===== src/rtl/soc_msp430_dbg_i2c_master.sv =====
// Debug I2C master: byte-command engine behind a 16-byte MSP430 peripheral window.
// Optional feature: define DBG_I2C_MASTER_IRQ_EN to enable irq_i2c = DONE & IE.
module soc_msp430_dbg_i2c_master #(
  parameter logic [14:0] BASE_ADDR    = 15'h0090,
  parameter logic [15:0] PRESCALE_RST = 16'd49
)(
  input  logic        mclk,
  input  logic        reset_n,
  input  logic [13:0] per_addr,
  input  logic [15:0] per_din,
  input  logic        per_en,
  input  logic [1:0]  per_we,
  output logic [15:0] per_dout,
  output logic        i2c_scl_out,
  output logic        i2c_sda_out,
  input  logic        i2c_sda_in,
  output logic        irq_i2c
);

  typedef enum logic [2:0] {S_IDLE, S_START, S_BIT, S_ACK, S_STOP} state_t;

  localparam logic [2:0] R_CTRL = 3'd0, R_TX = 3'd1, R_RX = 3'd2, R_STAT = 3'd3, R_PRE = 3'd4;

  state_t      state_q, state_d;
  logic [15:0] cnt_q, cnt_d, hcnt_q, hcnt_d, pre_q, pre_d;
  logic        ph_q, ph_d;
  logic [2:0]  bit_q, bit_d;
  logic [7:0]  sh_q, sh_d, tx_q, tx_d, rx_q, rx_d;
  logic        start_q, start_d, stop_q, stop_d, rd_q, rd_d, nrd_q, nrd_d, ie_q, ie_d;
  logic        busy_q, busy_d, done_q, done_d, nack_q, nack_d;
  logic        hscl_q, hscl_d, hsda_q, hsda_d;
  logic        scl_c, sda_c, tick, fin, go, sel, wr, wr_idle;
  logic [2:0]  reg_w;

  // 16-byte window = 8 words; only full-word writes are accepted
  assign sel     = per_en && (per_addr[13:3] == BASE_ADDR[14:4]);
  assign reg_w   = per_addr[2:0];
  assign wr      = sel && (per_we == 2'b11);
  assign wr_idle = wr && !busy_q;
  assign go      = wr_idle && (reg_w == R_CTRL) && per_din[4];
  assign tick    = (cnt_q == hcnt_q);

  // State register; reset releases both lines at once since the line mux follows state_q
  always_ff @(posedge mclk or negedge reset_n) begin
    if (!reset_n) begin
      state_q <= S_IDLE; cnt_q <= '0; hcnt_q <= '0; pre_q <= PRESCALE_RST;
      ph_q <= 1'b0; bit_q <= '0; sh_q <= '0; tx_q <= '0; rx_q <= '0;
      start_q <= 1'b0; stop_q <= 1'b0; rd_q <= 1'b0; nrd_q <= 1'b0; ie_q <= 1'b0;
      busy_q <= 1'b0; done_q <= 1'b0; nack_q <= 1'b0; hscl_q <= 1'b1; hsda_q <= 1'b1;
    end else begin
      state_q <= state_d; cnt_q <= cnt_d; hcnt_q <= hcnt_d; pre_q <= pre_d;
      ph_q <= ph_d; bit_q <= bit_d; sh_q <= sh_d; tx_q <= tx_d; rx_q <= rx_d;
      start_q <= start_d; stop_q <= stop_d; rd_q <= rd_d; nrd_q <= nrd_d; ie_q <= ie_d;
      busy_q <= busy_d; done_q <= done_d; nack_q <= nack_d; hscl_q <= hscl_d; hsda_q <= hsda_d;
    end
  end

  // Next-state and register-file update; every state is two H-long phases (ph_q)
  always_comb begin
    state_d = state_q; cnt_d = cnt_q; hcnt_d = hcnt_q; pre_d = pre_q;
    ph_d = ph_q; bit_d = bit_q; sh_d = sh_q; tx_d = tx_q; rx_d = rx_q;
    start_d = start_q; stop_d = stop_q; rd_d = rd_q; nrd_d = nrd_q; ie_d = ie_q;
    busy_d = busy_q; done_d = done_q; nack_d = nack_q; hscl_d = hscl_q; hsda_d = hsda_q;
    fin = 1'b0;
    // CTRL/TXDATA/PRESCALE are frozen while a command runs
    if (wr_idle && reg_w == R_CTRL) begin
      start_d = per_din[0]; stop_d = per_din[1]; rd_d = per_din[2]; nrd_d = per_din[3];
`ifdef DBG_I2C_MASTER_IRQ_EN
      ie_d = per_din[5];
`else
      ie_d = 1'b0;
`endif
    end
    if (wr_idle && reg_w == R_TX)  tx_d  = per_din[7:0];
    if (wr_idle && reg_w == R_PRE) pre_d = per_din;
    if (wr && reg_w == R_STAT) begin
      if (per_din[1]) done_d = 1'b0;
      if (per_din[2]) nack_d = 1'b0;
    end
    case (state_q)
      S_IDLE: if (go) begin
        state_d = per_din[0] ? S_START : S_BIT;
        cnt_d = '0; ph_d = 1'b0; bit_d = 3'd7; hcnt_d = pre_q; busy_d = 1'b1;
      end
      default: if (!tick) cnt_d = cnt_q + 16'd1;
      else begin
        cnt_d = '0;
        ph_d  = ~ph_q;
        if (ph_q) begin
          case (state_q)
            S_START: state_d = S_BIT;
            S_BIT: begin
              sh_d = {sh_q[6:0], i2c_sda_in};
              if (bit_q == 3'd0) begin
                state_d = S_ACK;
                if (rd_q) rx_d = {sh_q[6:0], i2c_sda_in};
              end else bit_d = bit_q - 3'd1;
            end
            S_ACK: begin
              if (!rd_q && i2c_sda_in) nack_d = 1'b1;
              if (stop_q) state_d = S_STOP;
              else fin = 1'b1;
            end
            S_STOP: fin = 1'b1;
            default: ;
          endcase
        end
      end
    endcase
    // STOP ends as SDA is released; the idle bus then provides the free time.
    // Without STOP, SCL parks low and SDA keeps its last value.
    if (fin) begin
      state_d = S_IDLE; busy_d = 1'b0; done_d = 1'b1;
      hscl_d  = stop_q;
      hsda_d  = stop_q ? 1'b1 : sda_c;
    end
  end

  // Line drive per state; IDLE replays the held levels
  always_comb begin
    scl_c = hscl_q;
    sda_c = hsda_q;
    case (state_q)
      S_START: begin scl_c = 1'b1;  sda_c = ~ph_q; end
      S_BIT:   begin scl_c = ph_q;  sda_c = rd_q ? 1'b1 : tx_q[bit_q]; end
      S_ACK:   begin scl_c = ph_q;  sda_c = rd_q ? nrd_q : 1'b1; end
      S_STOP:  begin scl_c = ph_q;  sda_c = 1'b0; end
      default: ;
    endcase
  end

  assign i2c_scl_out = scl_c;
  assign i2c_sda_out = sda_c;
  assign irq_i2c     = done_q & ie_q;

  // Combinational register read, zero when unselected or in reset
  always_comb begin
    per_dout = 16'h0000;
    if (sel && reset_n) begin
      case (reg_w)
        R_CTRL:  per_dout = {10'd0, ie_q, 1'b0, nrd_q, rd_q, stop_q, start_q};
        R_TX:    per_dout = {8'd0, tx_q};
        R_RX:    per_dout = {8'd0, rx_q};
        R_STAT:  per_dout = {13'd0, nack_q, done_q, busy_q};
        R_PRE:   per_dout = pre_q;
        default: per_dout = 16'h0000;
      endcase
    end
  end

endmodule

===== config.mk =====
export PLATFORM = sky130hd
export DESIGN_NAME = soc_msp430_dbg_i2c_master
export DESIGN_NICKNAME = d
export VERILOG_FILES = /design/src/rtl/soc_msp430_dbg_i2c_master.sv
export SDC_FILE = /design/constraint.sdc
export NUM_CORES = 1
export LEC_CHECK = 0
export ABC_AREA = 1
export BUFFER_PORTS_ARGS = -buffer_cell sky130_fd_sc_hd__buf_2
export CORE_ASPECT_RATIO = 0.8
export CORE_UTILIZATION = 51
export CTS_BUF_LIST = sky130_fd_sc_hd__clkbuf_4 sky130_fd_sc_hd__clkbuf_8 sky130_fd_sc_hd__clkbuf_16
export DETAILED_ROUTE_END_ITERATION = 7
export PLACE_DENSITY = 0.69
export SLEW_MARGIN = 10
export SYNTH_ARGS = -nofsm -noshare
export SYNTH_HDL_FRONTEND = slang
export SYNTH_SLANG_ARGS = --single-unit

===== constraint.sdc =====
create_clock -name mclk -period 2.4 [get_ports mclk]
set_clock_uncertainty 0.2 [all_clocks]
set_input_delay 0.24 -clock mclk [delete_from_list [all_inputs] [get_ports mclk]]
set_output_delay 0.24 -clock mclk [all_outputs]
set_load 0.005 [all_outputs]

After elaboration in Yosys (flattened, before gate mapping)
Cells that the tools add are included.
{"block": "word_totals", "ff_bits": 87, "latchBits": 0, "mem_bits_rw": 0, "romBits": 0, "in_bits": 36, "out_inout_bits": 19, "elab_cells": 121, "mem_count": 0}
{"block": "op_classes", "n_addsub": 2, "mul": 0, "div_mod_pow": 0, "n_lt_le_gt_ge": 1, "eq_ne": 16, "shifts": 0, "mux": 48, "n_bitwise": 2, "n_reduce_logical": 34}
{"cell": "16-bit one-hot mux with 5 select lines", "n": 1}
{"cell": "16-bit two-way mux", "n": 4}
{"cell": "3-bit two-way mux", "n": 13}
{"cell": "1-bit two-way mux", "n": 24}
{"cell": "16-bit by 1-bit adder with 16-bit output (second input constant)", "n": 1}
{"cell": "16-bit == test", "n": 1}
{"cell": "2-bit nonzero test", "n": 7}
{"cell": "3-bit by 2-bit == test with 1-bit output (second input constant)", "n": 4}
{"cell": "6-bit AND reduction", "n": 2}
{"cell": "11-bit by 4-bit == test with 1-bit output (second input constant)", "n": 1}
{"cell": "1-bit logical AND", "n": 10}
{"cell": "3-bit logical NOT", "n": 3}
{"cell": "3-bit one-hot mux with 3 select lines", "n": 1}
{"cell": "4-bit by 3-bit inequality test with 1-bit output (second input constant)", "n": 2}
{"cell": "2-bit AND reduction", "n": 4}
{"cell": "3-bit by 1-bit == test with 1-bit output (second input constant)", "n": 2}
{"cell": "3-bit == test (second input constant)", "n": 2}
{"cell": "3-bit nonzero test", "n": 2}
{"cell": "5-bit AND reduction", "n": 1}
{"cell": "5-bit nonzero test", "n": 1}
{"cell": "3-bit by 4-bit less-than comparator with 1-bit output (second input constant)", "n": 1}
{"cell": "1-bit one-hot mux with 2 select lines", "n": 2}
{"cell": "1-bit one-hot mux with 4 select lines", "n": 1}
{"cell": "4-bit AND reduction", "n": 1}
{"cell": "10 further kinds", "n": 12}

Longest topological paths before layout
{"block": "logic_depth", "depth_word": 10, "mapped_depth": 14, "mapped_depth_nobuf": 13}

Least setup slack after synthesis
No wires, ideal clock.
{"block": "synth_path", "path_kind": "reg-to-reg", "from": "register cnt_q[4]", "to": "register rx_q[6]", "setup_time_ns": 0.118, "t_arrival_ns": 1.577, "required_ns": 2.082, "setup_slack_ns": 0.505, "stages_incl_launch_ff": 12, "path_buffers": 2, "synth_period_minus_slack_ns": 1.895, "cell_sequence": "dfrtp_1 > buf_2 > xor2_1 > nor2_1 > nand2_1 > nor2_1 > nand2_2 > nor3_4 > nand2_4 > buf_6 > nand2_1 > o21ai_2"}
{"block": "synth_between", "elab_chain_cells": 2}
{"element": "from (decl)", "line_no": "25", "rtl": "logic [15:0] cnt_q, cnt_d, hcnt_q, hcnt_d, pre_q, pre_d;"}
{"element": "from (signal assigned)", "line_no": "51", "rtl": "state_q <= state_d; cnt_q <= cnt_d; hcnt_q <= hcnt_d; pre_q <= pre_d;"}
{"element": "16-bit == test", "line_no": "41", "rtl": "assign tick = (cnt_q == hcnt_q);"}
{"element": "6-bit AND reduction (no source line)"}
{"element": "to (signal assigned)", "line_no": "47", "rtl": "ph_q <= 1'b0; bit_q <= '0; sh_q <= '0; tx_q <= '0; rx_q <= '0;"}
{"element": "to (signal assigned)", "line_no": "52", "rtl": "ph_q <= ph_d; bit_q <= bit_d; sh_q <= sh_d; tx_q <= tx_d; rx_q <= rx_d;"}
{"element": "to (decl)", "line_no": "28", "rtl": "logic [7:0] sh_q, sh_d, tx_q, tx_d, rx_q, rx_d;"}
Every way passes these cells.
A chain may end at the register's enable or synchronous reset.

Worst setup path after layout
{"block": "layout_path", "from": "input port reset_n", "to": "output port per_dout[4]"}
{"block": "layout_between", "elab_chain_cells": 2}
{"element": "from (decl)", "line_no": "8", "rtl": "input logic reset_n,"}
{"element": "1-bit logical AND", "line_no": "139", "rtl": "if (sel && reset_n) begin"}
{"element": "16-bit two-way mux", "line_no": "139"}
{"element": "to (decl)", "line_no": "13", "rtl": "output logic [15:0] per_dout,"}
Every way passes these cells.

==> results.md <==
* Maximum number of pins on one net before global-route repair at 88
* Fraction of final layout cells sized beyond drive strength 1 at 15.6%
* Violation count after the first detailed-routing iteration at 271
* Max-cap viol count at 0
* Initial core utilization at 53.5%
* Main area contributors after synthesis: dfrtp_1, nand2_1, o21ai_0, inv_1, nand3_1
* Die Area at 9440 um^2
* Die outline height at 87.1 um
* VDD IR max at 0.547 mV
* Number of non-filler instances in the completed layout at 774
* Hold WC Path Type: input pin to register
* I/O pin cnt at 55
* Startpoint type of the worst setup path: input pin
* Number of buffers created by CTS at 9
* Clock Pin Slew Worst Setup and Hold Paths at 0.07 ns
* Crit path capture type: output port
* Overflow left after global routing at 0
* Cell Rows at 30
* Layout Area Growth over Synthesis at 18.3%
* Iteration count of the initial detailed-routing pass at 4
* Antenna violation net count after detailed routing at 0
* Min cycle time layout at 2.25 ns
* Flop and latch count out of synthesis at 87
* HPWL reported at the end of detailed placement at 7930 um
* Power per Cell Area at 732 nW/um^2
* Area of the mapped netlist at 4620 um^2
* Number of cells in the design after placement at 744
* Crit-path cells: dlygate4sd3_1 -> buf_4 -> nand3_1 -> o21bai_1 -> a31oi_1 -> buf_2
* Insertion delay of the later-clocked pin in the worst-skew pair at 0.35 ns
* Placed Area at 5010 um^2
* Number of clock sinks at 87
* Post-Synthesis Cells at 586
* Largest fanout on the critical path at 8
* Required arrival time at the worst endpoint at 1.96 ns
* Cell class contributing the biggest share of worst-path delay: buffers and inverters
* Slowest cell on the critical path: dlygate4sd3_1
* Type of the setup path with the least slack: input pin to output port
* Routed via count divided by cell count at 5.30
* Synthesis Warnings at 0
* Accumulated negative setup slack at 0 ns
* Gpl congestion at 0.870
* Syn Area/Cell at 7.88 um^2
* Endpoints failing hold at 0
* Post-CTS Setup Repair Bufs at 0
* Slew Limit Fails at 0
* Total setup violations reported at the end of the flow at 0
* Top achievable clock speed at 445 MHz
* Overall fraction of global-route tracks in use at 25.8%
* Setup slack at placement at 0.247 ns
* Outcome: completed
* Post-synth top area cell: dfrtp_1
* Diodes inserted at 0
* Clk buf depth at 2
* Smallest setup slack after layout at 0.154 ns
* Largest stage delay, worst path at 0.52 ns
* Arrival time at the worst endpoint at 1.81 ns
* Width of the chip at 108 um
* Buf+Inv Stages, Crit Path at 3
* Final design utilization at 63.2%
* Clock Tree Root: clkbuf_16
* Leakage power at 2.66 nW
* Count of buffers from port buffering at 53
* Yosys top cell area share at 44.5%
* Slew headroom at 56.2%
* Initial antenna violation count at 0
* Global-route wire length before repair at 18200 um
* Final instance area at 5460 um^2
* Unrepaired setup endpoints after global routing: no
* Number of vias after detailed routing at 4103
* Post-layout net count at 696
* Part of the Yosys area used for sequential elements at 47.3%
* Via count of the first global-routing pass at 3745
* CTS tree: built
* Total wirelength of the detailed-routed design at 11000 um
* Wire per inst at 14.3 um
* Pin slew with the least headroom to its limit at 0.656 ns
* Number of unique standard cell types used by synthesis at 40
* # resized after CTS at 0
* Post-route fraction of the period consumed by the critical path at 93.6%
* Area of the core region at 8630 um^2
* Net count of the mapped netlist at 625
* # DRC at 0
* Number of H-tree branching levels at 3
==> repair_timing <==
item | CTS | global route
setup endpoints to repair | 0 | 0
endpoints found under the hold margin | 98 | 0
hold buffers | 14 | 0
==> metrics by stage <==
step	power, mW	hold slack (ns)
after global placement	2.53	0.166
after floorplan	2.28	-0.256
after global routing	4.22	0.0434
final	4.00	0.0239
after CTS	4.02	0.0162
after detailed placement	2.55	0.167
==> final cells by class <==
class                           count  area [um^2]
Fill cell                         768         3170
Tap cell                          112          140
Clock inverter                      5         63.8
Timing Repair Buffer               74          473
Sequential cell                    87         2180
Inverter                           86          323
Clock buffer                       11          246
Multi-Input combinational cell    399         2030
==> synthesized netlist by cell type <==
cell type / count
a21boi_0: 3
a21oi_1: 6
a221oi_1: 4
a22o_1: 1
a22oi_1: 1
a31oi_1: 4
and2_0: 1
buf_2: 3
buf_4: 4
buf_6: 1
clkbuf_1: 6
conb_1: 1
dfrtp_1: 82
dfstp_2: 5
ha_1: 3
inv_1: 84
inv_2: 2
mux2_2: 8
mux2i_1: 1
nand2_1: 161
nand2_2: 1
nand2_4: 1
nand3_1: 33
nand3b_1: 1
nand4_1: 10
nor2_1: 40
nor2_2: 1
nor3_1: 9
nor3_2: 2
nor3_4: 1
nor4_1: 1
o2111ai_1: 1
o21ai_0: 67
o21ai_2: 6
o21bai_1: 1
o22ai_1: 5
o31ai_1: 1
o41ai_1: 1
xnor2_1: 10
xor2_1: 13
==> per-layer routing <==
metal | track usage (%) | up-vias | routed length (um)
li1 | - | 2032 | -
met1 | 37.4 | 1916 | 5290
met4 | 6.51 | 0 | 104
met2 | 38.6 | 147 | 4860
met3 | 6.51 | 8 | 788
met5 | 0 | - | 0
==> worst min-delay path, delay by kind of cell <==
family                 cells  cell delay [ns]
AO/OA/AOI/OAI              1             0.15
buffers and inverters      2             0.14
==> final timing paths <==
| kind | cells past startpoint | startpoint | slack, ns | endpoint |
|---|---|---|---|---|
| max | 6 | reset_n | 0.15 | per_dout[4] |
| min | 3 | per_din[2] | 0.02 | tx_q[2] |
| max in group asynchronous | 3 | reset_n | 1.30 | hscl_q |
| min in group asynchronous | 3 | reset_n | 0.32 | cnt_q[8] |
| max reg2reg | 8 | state_q[0] | 0.20 | bit_q[1] |
| min reg2reg | 2 | hsda_q | 0.28 | hsda_q |
==> power breakdown <==
group | switching (mW) | internal, mW | leakage [nW] | total [mW]
Sequential | 0.0975 | 1.59 | 1.16 | 1.69
Combinational | 0.562 | 0.297 | 1.35 | 0.859
Clock | 0.590 | 0.856 | 0.150 | 1.45
==> cells by family (layout without fill, tap and decap cells) <==
family          count (synthesis)  after routing  share of synthesized area, %
flops                          87             87                          47.3
simple gates                  262            262                          24.0
other cells                     1              1                        0.0812
fa+ha+maj                       3              3                         0.813
compound gates                101            101                          12.6
buf+inv                       100            176                          8.70
xor+xnor                       23             23                          4.36
mux                             9              9                          2.17
==> sequential cells by signal, indices dropped and copies added, names as in the netlist <==
name and flops:
bit_q 3, busy_q 1, cnt_q 16, done_q 1, hcnt_q 16, hscl_q 1, hsda_q 1, nack_q 1
nrd_q 1, ph_q 1, pre_q 16, rd_q 1, rx_q 8, sh_q 7, start_q 1, state_q 3
stop_q 1, tx_q 8
==> cells in the final DEF (no fill, tap or decap), types with 4 or more instances in the layout <==
master,n
a31oi_1,4
dfstp_2,5
a221oi_1,4
clkbuf_16,9
nor3_1,9
buf_4,7
nand3_1,33
nor2_1,40
o22ai_1,5
xnor2_1,10
inv_1,84
o21ai_0,67
o21ai_2,6
buf_2,52
a21oi_1,6
dfrtp_1,82
nand2_1,161
xor2_1,13
mux2_2,8
dlygate4sd3_1,14
nand4_1,10
No activity file was read; power rests on OpenSTA's default activity.
